--- src/rtl/cache_fill_fsm.sv ---
// Cache line fill controller: on a miss, fetches an 8-word block from main memory,
// writes each returned word into the data array, then writes the tag once.
module cache_fill_fsm (
  input  logic        clk,
  input  logic        rst_n,
  input  logic        miss_detected,
  input  logic [15:0] miss_address,
  input  logic [15:0] memory_data,
  input  logic        memory_data_valid,
  output logic        mem_read_en,
  output logic [15:0] mem_addr,
  output logic [15:0] array_addr,
  output logic [15:0] array_data,
  output logic        write_data_array,
  output logic        write_tag_array,
  output logic        fsm_busy
);

  // state | meaning
  // IDLE  | waiting for a miss; all outputs low
  // FILL  | issuing 8 word reads and writing each returned word
  // TAG   | single-cycle tag write, then back to IDLE
  typedef enum logic [1:0] {
    IDLE = 2'd0,
    FILL = 2'd1,
    TAG  = 2'd2
  } state_t;

  localparam logic [3:0] WORDS = 4'd8;

  state_t      state;
  logic [15:0] base;
  logic [3:0]  issue_cnt;
  logic [3:0]  recv_cnt;

  always_ff @(posedge clk) begin
    if (!rst_n) begin
      state     <= IDLE;
      base      <= 16'h0000;
      issue_cnt <= 4'd0;
      recv_cnt  <= 4'd0;
    end else begin
      case (state)
        IDLE: begin
          if (miss_detected) begin
            state     <= FILL;
            base      <= miss_address & 16'hFFF0;
            issue_cnt <= 4'd0;
            recv_cnt  <= 4'd0;
          end
        end
        FILL: begin
          if (issue_cnt != WORDS) issue_cnt <= issue_cnt + 4'd1;
          // Returns are counted independently of requests, so latency never matters.
          if (memory_data_valid && (recv_cnt != WORDS)) begin
            recv_cnt <= recv_cnt + 4'd1;
            if (recv_cnt == WORDS - 4'd1) state <= TAG;
          end
        end
        TAG: begin
          state <= IDLE;
        end
        default: begin
          state <= IDLE;
        end
      endcase
    end
  end

  always_comb begin
    mem_read_en      = 1'b0;
    mem_addr         = 16'h0000;
    array_addr       = 16'h0000;
    array_data       = 16'h0000;
    write_data_array = 1'b0;
    write_tag_array  = 1'b0;
    fsm_busy         = 1'b0;
    case (state)
      FILL: begin
        fsm_busy   = 1'b1;
        array_addr = base;
        if (issue_cnt < WORDS) begin
          mem_read_en = 1'b1;
          mem_addr    = base + {11'd0, issue_cnt[2:0], 1'b0};
        end
        if (memory_data_valid && (recv_cnt < WORDS)) begin
          write_data_array = 1'b1;
          array_data       = memory_data;
          array_addr       = base + {11'd0, recv_cnt[2:0], 1'b0};
        end
      end
      TAG: begin
        fsm_busy        = 1'b1;
        write_tag_array = 1'b1;
        array_addr      = base;
      end
      default: begin
      end
    endcase
  end

endmodule

--- config.mk ---
export PLATFORM = sky130hd
export DESIGN_NAME = cache_fill_fsm
export DESIGN_NICKNAME = d
export VERILOG_FILES = /design/src/rtl/cache_fill_fsm.sv
export SDC_FILE = /design/constraint.sdc
export NUM_CORES = 1
export LEC_CHECK = 0
export ABC_AREA = 0
export CAP_MARGIN = 40
export CORE_AREA = 5 5 69 71
export CTS_CLUSTER_SIZE = 24
export DETAILED_ROUTE_END_ITERATION = 12
export DIE_AREA = 0 0 74 76
export GPL_ROUTABILITY_DRIVEN = 0
export PLACE_DENSITY = 0.75
export RECOVER_POWER = 25
export SLEW_MARGIN = 20
export SYNTH_ARGS = -nofsm -noshare
export SYNTH_HDL_FRONTEND = slang
export SYNTH_SLANG_ARGS = --single-unit
export TNS_END_PERCENT = 30
--- constraint.sdc ---
create_clock -name clk -period 1.8 [get_ports clk]
set_input_delay 0.36 -clock clk [delete_from_list [all_inputs] [get_ports clk]]
set_output_delay 0.36 -clock clk [all_outputs]
set_load 0.01 [all_outputs]
==> results.sh, run 1 <==
export IMPL_clk_path_buf_depth=2
export IMPL_hold_viol_final=0
export IMPL_final_cells=330
export IMPL_ctsHoldBuffers=0
export IMPL_rows=24
export IMPL_worst_path_largest_cell_delay_ns=0.34
export IMPL_dieArea_sq_um=5620
export IMPL_clock_sinks=22
export IMPL_numCtsBuffers=3
export IMPL_syn_to_final_growth_pct=70.6
export IMPL_async_reset_ff_share_pct=0
export IMPL_drv_cap=0
export IMPL_grt_pass1_vias=1475
export IMPL_final_layout_size_suffix_gt1_share_pct=35.6
export IMPL_multi_input_area_sq_um=1000
export IMPL_yosysTopAreaCell="dfxtp_1"
export IMPL_drc_errors=0
export IMPL_hold_slack_ns=0.472
export IMPL_tritoncts="built"
export IMPL_die_h_um=76
export IMPL_ys_seq_elements=22
export IMPL_cts_reportedPaths_clkPinSlew_ns=0.08
export IMPL_hpwl_mm=3.18
export IMPL_crit_buf_inv=3
export IMPL_violations="setup timing"
export IMPL_synth_area_leaders="dfxtp_1 31%, and2_1 13%, nand2_1 8.9%"
export IMPL_grt_pass1_wl_mm=6.58
export IMPL_initial_utilization_pct=34.2
export IMPL_viasPerCell=4.67
export IMPL_synth_edf_count=0
export IMPL_worstPathArrival_ns=1.44
export IMPL_skew_ns=0.00567
export IMPL_cp_max_fo=6
export IMPL_synth_distinct_cells=30
export IMPL_coreArea_sq_um=4170
export IMPL_crit_chain="inv_4 > ha_4 > nor2b_4 > buf_6 > and2_4 > buf_6"
export IMPL_irDropWorstVdd_mv=0.380
export IMPL_grt_overflow_total=0
export IMPL_finalSetupViolations=1
export IMPL_power_leakage_nw=1.18
export IMPL_ys_warn_count=0
export IMPL_post_synth_top_count_cell="nand2_1"
export IMPL_maxSlewHeadroom_pct=63.9
export IMPL_cp_slowest_cell="dfxtp_2"
export IMPL_fin_util_pct=58.3
export IMPL_crit_family="flip-flops"
export IMPL_maxSlewViolCount=0
export IMPL_status="finished, violations left"
export IMPL_htree_levels=1
export IMPL_ant_nets=0
export IMPL_drt_total_wl_mm=4.12
export IMPL_synth_main_ff_cell="dfxtp_1"
export IMPL_fillers=390
export IMPL_drt_initial_drc_count=64
export IMPL_finalCritPeriodShare_pct=100
export IMPL_io_pins=88
export IMPL_vias=1542
export IMPL_p_per_area_nw_per_um2=711
export IMPL_n_antenna_cell=0
export IMPL_register_area_sq_um=445
export IMPL_nets=323
export IMPL_wl_per_cell_um=12.5
export IMPL_grt_use_met2_pct=22.8
export IMPL_syn_area_per_cell_sq_um=7.79
export IMPL_endpoint_kind="output port"
export IMPL_grt_use_met3_pct=6.99
export IMPL_worst_setup_path_start_kind="flip-flop"
export IMPL_required_ns=1.44
export IMPL_drtPass1Iterations=2
export IMPL_finalWorstSetupSlack_ns=-0.000366
export IMPL_clk_latency_ns=0.26
export IMPL_die_w_um=74
export IMPL_synth_area_sq_um=1430
export IMPL_clockRootBuffer="clkbuf_8"
export IMPL_ys_seq_area_share_pct=30.9
export IMPL_gr_usage_all_layers_pct=14.1
export IMPL_rsz0062_at_grt="yes"
export IMPL_antenna_found_initial=0
export IMPL_finalCriticalPeriod_ns=1.80
export IMPL_netlist_instances=183
export IMPL_critPathKind="reg -> out"
export IMPL_yosysTopAreaCellShare_pct=30.9
export IMPL_numPortBuffers=81
export IMPL_synth_common_cells="34 x nand2_1, 30 x and2_1, 22 x dfxtp_1, 20 x and3_1, 12 x a21boi_0"
export IMPL_busiest_layer="met2"
export IMPL_grt_start_max_net_pins=23
export IMPL_worst_path_most_repeated_cell="buf_6"
export IMPL_worstMarginPinSlew_ns=0.541
export IMPL_dpl_cell_count=324
export IMPL_fmax_ghz=0.555
export IMPL_grt_util_met1_pct=16.9
export IMPL_hold_path_class="reg -> reg"
## cell families (layout without fill, tap and decap cells)
kind of cell / Yosys count / after routing / share of synthesized area [%]
and+or+nand+nor: 100 / 100 / 37.6
AOI/OAI and AO/OA: 31 / 31 / 16.7
DFF: 22 / 22 / 30.9
buffers and inverters: 19 / 113 / 6.14
adders and majority gates: 8 / 8 / 7.02
muxes: 2 / 2 / 1.40
other: 1 / 2 / 0.263
## metal layers
layer	wire [um]	up-vias	part of all wire, %
met5	0	-	0
met1	1670	671	41
met2	1840	72	45
met3	582	4	14
met4	24	0	0.58
li1	-	795	-
## where the power goes
group / switching (W) / total [W] / internal, W
clock network: 0.000163 / 0.000358 / 0.000195
logic: 0.000378 / 0.000800 / 0.000422
registers: 0.0000393 / 0.000573 / 0.000533
total: 0.000581 / 0.00173 / 0.00115
## state kept, by name, indices dropped and copies added (netlist names)
signal and flops:
base 12, issue_cnt 4, recv_cnt 4, state 2
## tightest hold or removal path, cell delays in order, from the launching register on
cell	delay (ns)
dfxtp_1	0.32
nand2_1	0.05
a21boi_0	0.06
## through the flow
step           total power (W)  setup slack (ns)  instance area, sq um   TNS [ns]
2_1_floorplan         0.000943            0.0723                  1430          0
3_3_place_gp           0.00131            -0.517                  2400     -15.80
3_5_place_dp           0.00132            -0.542                  2400     -16.93
4_1_cts                0.00172           -0.0890                  2380      -1.53
5_1_grt                0.00183           -0.0647                  2430      -1.42
6_report               0.00173         -0.000366                  2430  -0.000366
## final cells by class
class                           instances  share of cell area, %
Clock buffer                            4                   2.26
Timing Repair Buffer                  102                   34.3
Inverter                                7                   1.29
Sequential cell                        22                   18.3
Tap cell                               52                   2.67
Multi-Input combinational cell        143                   41.2
## placed cells by master, fill, tap and decap left out, types with 3 or more instances in the layout
| master | n |
|---|---|
| nand2_1 | 34 |
| clkdlybuf4s50_1 | 29 |
| dfxtp_1 | 20 |
| buf_2 | 18 |
| buf_6 | 18 |
| and2_1 | 17 |
| and3_1 | 16 |
| buf_4 | 15 |
| clkbuf_2 | 15 |
| and2_4 | 12 |
| a21boi_0 | 12 |
| inv_1 | 5 |
| o21ai_0 | 5 |
| ha_1 | 5 |
| and3_4 | 4 |
| nand3_1 | 4 |
| clkbuf_8 | 4 |
| nor2b_1 | 3 |
| o21ai_1 | 3 |
## final timing paths
check / to / start / slack (ns) / cells past startpoint
max: mem_addr[8] / state[1]$_SDFFE_PN0P_ / -0.0004 / 6
min: base[6]$_SDFFE_PN0P_ / base[6]$_SDFFE_PN0P_ / 0.47 / 2
max reg2reg: issue_cnt[3]$_SDFFE_PN0P_ / state[1]$_SDFFE_PN0P_ / 0.17 / 7
min reg2reg: base[6]$_SDFFE_PN0P_ / base[6]$_SDFFE_PN0P_ / 0.47 / 2
## what timing repair did
item / in CTS / in global routing
pin swaps: 7 / 6
endpoints found under the setup margin: 50 / 47
buffers inserted: 2 / 0
cloned: 2 / 0
gates resized for setup: 174 / 61
No activity file was read; power rests on OpenSTA's default activity.
==> run 2: changes to the inputs <==
--- a/config.mk
+++ b/config.mk
@@ -5,14 +5,13 @@
 export SDC_FILE = /design/constraint.sdc
 export NUM_CORES = 1
 export LEC_CHECK = 0
-export ABC_AREA = 0
-export CAP_MARGIN = 40
+export ABC_AREA = 1
 export CORE_AREA = 5 5 69 71
-export CTS_CLUSTER_SIZE = 24
+export CTS_CLUSTER_SIZE = 25
 export DETAILED_ROUTE_END_ITERATION = 12
 export DIE_AREA = 0 0 74 76
 export GPL_ROUTABILITY_DRIVEN = 0
-export PLACE_DENSITY = 0.75
+export PLACE_DENSITY = 0.76
 export RECOVER_POWER = 25
 export SLEW_MARGIN = 20
 export SYNTH_ARGS = -nofsm -noshare
==> results.sh, run 2 <==
export IMPL_status="finished, violations left"
export IMPL_violations="setup timing"
export IMPL_pwr_share_seq_pct=19.8
export IMPL_clock_sinks=22
export IMPL_rsz0062_at_grt="yes"
export IMPL_numPortBuffers=81
export IMPL_worst_setup_path_start_kind="flip-flop"
export IMPL_grt_pass1_wl_mm=7.47
export IMPL_hpwl_mm=3.35
export IMPL_synth_area_leaders="dfxtp_1 30%, inv_1 13%, nor2_1 13%"
export IMPL_ant_nets=0
export IMPL_numCtsBuffers=3
export IMPL_fin_tns_setup_ns=-2.86
export IMPL_ys_seq_area_share_pct=30.5
export IMPL_async_reset_ff_share_pct=0
export IMPL_irDropWorstVdd_mv=1.04
export IMPL_yosysTopAreaCellShare_pct=30.5
export IMPL_hold_path_class="reg -> reg"
export IMPL_die_w_um=74
export IMPL_final_layout_size_suffix_gt1_share_pct=35.8
export IMPL_fin_util_pct=61.6
export IMPL_n_antenna_cell=0
export IMPL_clk_latency_ns=0.26
export IMPL_dieArea_sq_um=5620
export IMPL_largest_reg_flops=12
export IMPL_worstPathArrival_ns=1.57
export IMPL_intPower_w=0.00195
export IMPL_ctsHoldBuffers=0
export IMPL_grt_pass1_vias=1675
export IMPL_syn_area_per_cell_sq_um=6.07
export IMPL_placed_area_sq_um=2400
export IMPL_syn_to_final_growth_pct=77.8
export IMPL_drt_initial_drc_count=47
export IMPL_clockRootBuffer="clkbuf_8"
export IMPL_initial_utilization_pct=34.6
export IMPL_power_w=0.00355
export IMPL_finalCritPeriodShare_pct=107
export IMPL_top_register="base"
export IMPL_cts_reportedPaths_clkPinSlew_ns=0.08
export IMPL_drv_cap=0
export IMPL_grt_overflow_total=0
export IMPL_antenna_found_initial=0
export IMPL_nets=391
export IMPL_ys_warn_count=0
export IMPL_p_sw_w=0.00160
export IMPL_die_h_um=76
export IMPL_finalSetupViolations=41
export IMPL_synth_distinct_cells=21
export IMPL_required_ns=1.44
export IMPL_clk_path_buf_depth=2
export IMPL_fmax_ghz=0.518
export IMPL_drtPass1Iterations=4
export IMPL_ys_seq_elements=22
export IMPL_comb_power_share_pct=70.3
export IMPL_drc_errors=0
export IMPL_wl_per_cell_um=12.0
export IMPL_drt_total_wl_mm=4.78
export IMPL_yosysTopAreaCell="dfxtp_1"
export IMPL_layout_commonest_cell="inv_1"
export IMPL_gr_usage_all_layers_pct=16.2
export IMPL_skew_ns=0.00871
export IMPL_synth_area_sq_um=1450
export IMPL_power_leakage_nw=1.33
export IMPL_fin_area_sq_um=2570
export IMPL_maxSlewViolCount=0
export IMPL_swShare_pct=45.1
export IMPL_htree_levels=1
export IMPL_final_cell_mix="47 x inv_1, 45 x buf_2, 43 x nor2_1"
export IMPL_clkPwrFrac_pct=10.0
export IMPL_synth_main_ff_cell="dfxtp_1"
export IMPL_hold_viol_final=0
export IMPL_critPathKind="reg -> out"
export IMPL_finalWorstSetupSlack_ns=-0.130
export IMPL_io_pins=88
export IMPL_rows=24
export IMPL_grt_start_max_net_pins=25
export IMPL_endpoint_kind="output port"
export IMPL_reg_largest_list="base x12, issue_cnt x4, recv_cnt x4"
export IMPL_viasPerCell=4.66
export IMPL_synth_common_cells="51 x inv_1, 51 x nor2_1, 28 x nand2_1, 22 x dfxtp_1, 18 x a21oi_1"
export IMPL_vias=1856
export IMPL_netlist_instances=238
export IMPL_coreArea_sq_um=4170
export IMPL_cp_max_fo=6
export IMPL_p_per_area_nw_per_um2=1380
export IMPL_synth_edf_count=0
export IMPL_tritoncts="built"
export IMPL_finalCriticalPeriod_ns=1.93
==> run 2: cell types whose count changed after synthesis, moves of 12 or more <==
cell / delta
and2_1: -30
a21boi_0: -12
a21oi_1: +16
nor2_1: +49
and3_1: -20
nor3_1: +15
inv_1: +44
==> run 2: power groups by stage <==
stage	registers, W	clock network, W	logic [W]
after global placement	0.000688	0	0.00180
final	0.000703	0.000354	0.00250
after global routing	0.000716	0.000388	0.00272
after CTS	0.000701	0.000360	0.00223
after floorplan	0.000680	0	0.00102
after detailed placement	0.000692	0	0.00182
==> run 2: kinds of logic after synthesis <==
kind of cell / after synthesis / synth area share, %
simple gates: 111 / 32.6
buf+inv: 63 / 18.0
compound gates: 32 / 11.1
flops: 22 / 30.5
fa+ha+maj: 8 / 6.93
xor+xnor: 1 / 0.606
other cells: 1 / 0.259
==> run 2: layout make-up <==
cell class	count	area, sq um
fillers	376	1600
multi-input cells	154	921
repair buffers	112	865
flip-flops and latches	22	445
inverters	53	211
well taps	52	65.1
clock buffers	4	55.1
repair inverters	1	7.51
==> run 2: through the flow <==
stage	worst slack, ns	hold slack, ns	instances
finish	-0.130	0.504	398
global route	-0.193	0.534	398
CTS	-0.140	0.497	395
detailed placement	-0.497	0.468	378
global placement	-0.459	0.465	378
floorplan	0.0981	0.450	239
==> run 2: routing by layer <==
| layer | vias to the layer above | track usage, % | routed length [um] |
|---|---|---|---|
| li1 | 943 | - | - |
| met4 | 0 | 2.72 | 17 |
| met2 | 85 | 28.4 | 2220 |
| met5 | - | 0 | 0 |
| met3 | 2 | 5.67 | 621 |
| met1 | 826 | 18.8 | 1910 |
==> run 2: worst paths after layout <==
| kind | to | slack [ns] | depth (start not counted) | startpoint |
|---|---|---|---|---|
| min | base[8]$_SDFFE_PN0P_ | 0.50 | 2 | base[8]$_SDFFE_PN0P_ |
| max | array_addr[13] | -0.13 | 7 | state[1]$_SDFFE_PN0P_ |
| min reg2reg | base[8]$_SDFFE_PN0P_ | 0.50 | 2 | base[8]$_SDFFE_PN0P_ |
| max reg2reg | recv_cnt[0]$_SDFFE_PN0P_ | 0.31 | 9 | state[1]$_SDFFE_PN0P_ |
==> run 2: timing repair <==
item                       4_1_cts  5_1_grt
buffers inserted                12        2
setup endpoints to repair       50       48
gates resized for setup        232       14
gates cloned                     1        1
pin swaps                        7       16
==> run 2: critical path: stages (launching register included) <==
cell and delay, ns:
dfxtp_2 0.37, inv_4 0.05, buf_4 0.13, ha_4 0.28, inv_6 0.05, clkbuf_16 0.16, nor3_2 0.11, buf_2 0.15
==> run 3: changes to the inputs <==
--- a/config.mk
+++ b/config.mk
@@ -6,12 +6,12 @@
 export NUM_CORES = 1
 export LEC_CHECK = 0
 export ABC_AREA = 1
-export CORE_AREA = 5 5 69 71
+export CORE_AREA = 5 5 72 74
 export CTS_CLUSTER_SIZE = 25
 export DETAILED_ROUTE_END_ITERATION = 12
-export DIE_AREA = 0 0 74 76
+export DIE_AREA = 0 0 77 79
 export GPL_ROUTABILITY_DRIVEN = 0
-export PLACE_DENSITY = 0.76
+export PLACE_DENSITY = 0.73
 export RECOVER_POWER = 25
 export SLEW_MARGIN = 20
 export SYNTH_ARGS = -nofsm -noshare
==> constraint.sdc (replaced) <==
create_clock -name clk -period 1.57 [get_ports clk]
set_input_delay 0.314 -clock clk [delete_from_list [all_inputs] [get_ports clk]]
set_output_delay 0.314 -clock clk [all_outputs]
set_load 0.01 [all_outputs]
==> results.sh, run 3 (synthesis results as in run 2) <==
export IMPL_rows=25
export IMPL_power_leakage_nw=1.42
export IMPL_violations="setup timing"
export IMPL_vias=1851
export IMPL_grt_pass1_vias=1856
export IMPL_grt_overflow_total=0
export IMPL_coreArea_sq_um=4540
export IMPL_status="finished, violations left"
export IMPL_largest_reg_flops=12
export IMPL_tritoncts="built"
export IMPL_nets=394
export IMPL_wl_per_cell_um=12.4
export IMPL_irDropWorstVdd_mv=0.930
export IMPL_die_h_um=79
export IMPL_fin_tns_setup_ns=-8.19
export IMPL_clkPwrFrac_pct=7.6
export IMPL_endpoint_kind="output port"
export IMPL_top_register="base"
export IMPL_cts_reportedPaths_clkPinSlew_ns=0.08
export IMPL_drv_cap=0
export IMPL_final_cell_mix="47 x inv_1, 37 x buf_2, 32 x nor2_1"
export IMPL_finalCritPeriodShare_pct=117
export IMPL_hpwl_mm=3.57
export IMPL_pwr_share_seq_pct=18.0
export IMPL_hold_path_class="reg -> reg"
export IMPL_worstPathArrival_ns=1.52
export IMPL_clockRootBuffer="clkbuf_8"
export IMPL_skew_ns=0.00280
export IMPL_finalWorstSetupSlack_ns=-0.260
export IMPL_power_w=0.00448
export IMPL_intPower_w=0.00240
export IMPL_drtPass1Iterations=4
export IMPL_die_w_um=77
export IMPL_rsz0062_at_grt="yes"
export IMPL_numCtsBuffers=3
export IMPL_antenna_found_initial=0
export IMPL_hold_viol_final=0
export IMPL_clk_latency_ns=0.25
export IMPL_drt_initial_drc_count=53
export IMPL_numPortBuffers=81
export IMPL_drc_errors=0
export IMPL_final_layout_size_suffix_gt1_share_pct=39.9
export IMPL_gr_usage_all_layers_pct=16.5
export IMPL_maxSlewViolCount=0
export IMPL_critPathKind="reg -> out"
export IMPL_reg_largest_list="base x12, issue_cnt x4, recv_cnt x4"
export IMPL_clock_sinks=22
export IMPL_drt_total_wl_mm=5.00
export IMPL_required_ns=1.26
export IMPL_hold_slack_ns=0.515
export IMPL_grt_pass1_wl_mm=8.36
export IMPL_layout_commonest_cell="inv_1"
export IMPL_finalCriticalPeriod_ns=1.83
export IMPL_dieArea_sq_um=6080
export IMPL_viasPerCell=4.60
export IMPL_syn_to_final_growth_pct=94.0
export IMPL_fmax_ghz=0.546
export IMPL_ant_nets=0
export IMPL_finalSetupViolations=48
export IMPL_comb_power_share_pct=74.4
export IMPL_swShare_pct=46.3
export IMPL_p_sw_w=0.00207
export IMPL_htree_levels=1
export IMPL_worst_setup_path_start_kind="flip-flop"
export IMPL_p_per_area_nw_per_um2=1600
export IMPL_grt_start_max_net_pins=25
export IMPL_place_ws_ns=-0.592
export IMPL_clk_path_buf_depth=2
export IMPL_io_pins=88
export IMPL_cp_max_fo=6
export IMPL_n_antenna_cell=0
export IMPL_initial_utilization_pct=31.9
## run 3: per-stage QoR
| stage | instances | utilization [%] | area, sq um |
|---|---|---|---|
| detailed placement | 389 | 55.6 | 2520 |
| finish | 402 | 61.8 | 2800 |
| CTS | 399 | 57.3 | 2600 |
| global placement | 389 | 55.6 | 2520 |
| global route | 402 | 61.8 | 2800 |
| floorplan | 239 | - | 1480 |
## run 3: repair_timing
action / CTS / global route
buffers inserted: 5 / 3
setup endpoints to repair: 50 / 54
pin swaps: 12 / 14
resized for setup: 244 / 48
hold buffers: 0 / 0
hold endpoints to repair: 0 / 0
gates cloned: 2 / 0
## run 3: layer usage
layer / vias up / GRT usage, % / share of wire, %
met5: - / 0 / 0
met3: 2 / 5.33 / 9.3
li1: 944 / - / -
met2: 75 / 31.5 / 50
met1: 830 / 17.7 / 40
met4: 0 / 3.09 / 0.42
## run 3: layout make-up
cell class | instances | area, sq um
clock buffers | 3 | 41.3
fillers | 410 | 1730
inverters | 53 | 221
multi-input cells | 154 | 1040
flip-flops and latches | 22 | 445
well taps | 54 | 67.6
repair buffers | 116 | 986
## run 3: power groups by stage
stage / Sequential, W / Combinational (W) / Clock (W)
after global routing: 0.000824 / 0.00363 / 0.000375
final: 0.000807 / 0.00333 / 0.000339
after detailed placement: 0.000789 / 0.00237 / 0
after global placement: 0.000781 / 0.00233 / 0
after floorplan: 0.000779 / 0.00123 / 0
after CTS: 0.000789 / 0.00288 / 0.000353
## run 3: critical path, cell delays in order (launching register included)
cell and delay, ns:
dfxtp_2 0.35, inv_4 0.05, buf_6 0.12, ha_4 0.29, inv_8 0.05, buf_12 0.14
nor3_2 0.11, buf_2 0.16
## run 3: path summary, 6_finish.rpt
| path | from | end | slack [ns] | cells after the start |
|---|---|---|---|---|
| min | base[13]$_SDFFE_PN0P_ | base[13]$_SDFFE_PN0P_ | 0.51 | 2 |
| max reg2reg | state[1]$_SDFFE_PN0P_ | state[0]$_SDFFE_PN0P_ | 0.06 | 10 |
| min reg2reg | base[13]$_SDFFE_PN0P_ | base[13]$_SDFFE_PN0P_ | 0.51 | 2 |
| max | state[1]$_SDFFE_PN0P_ | array_addr[14] | -0.26 | 7 |
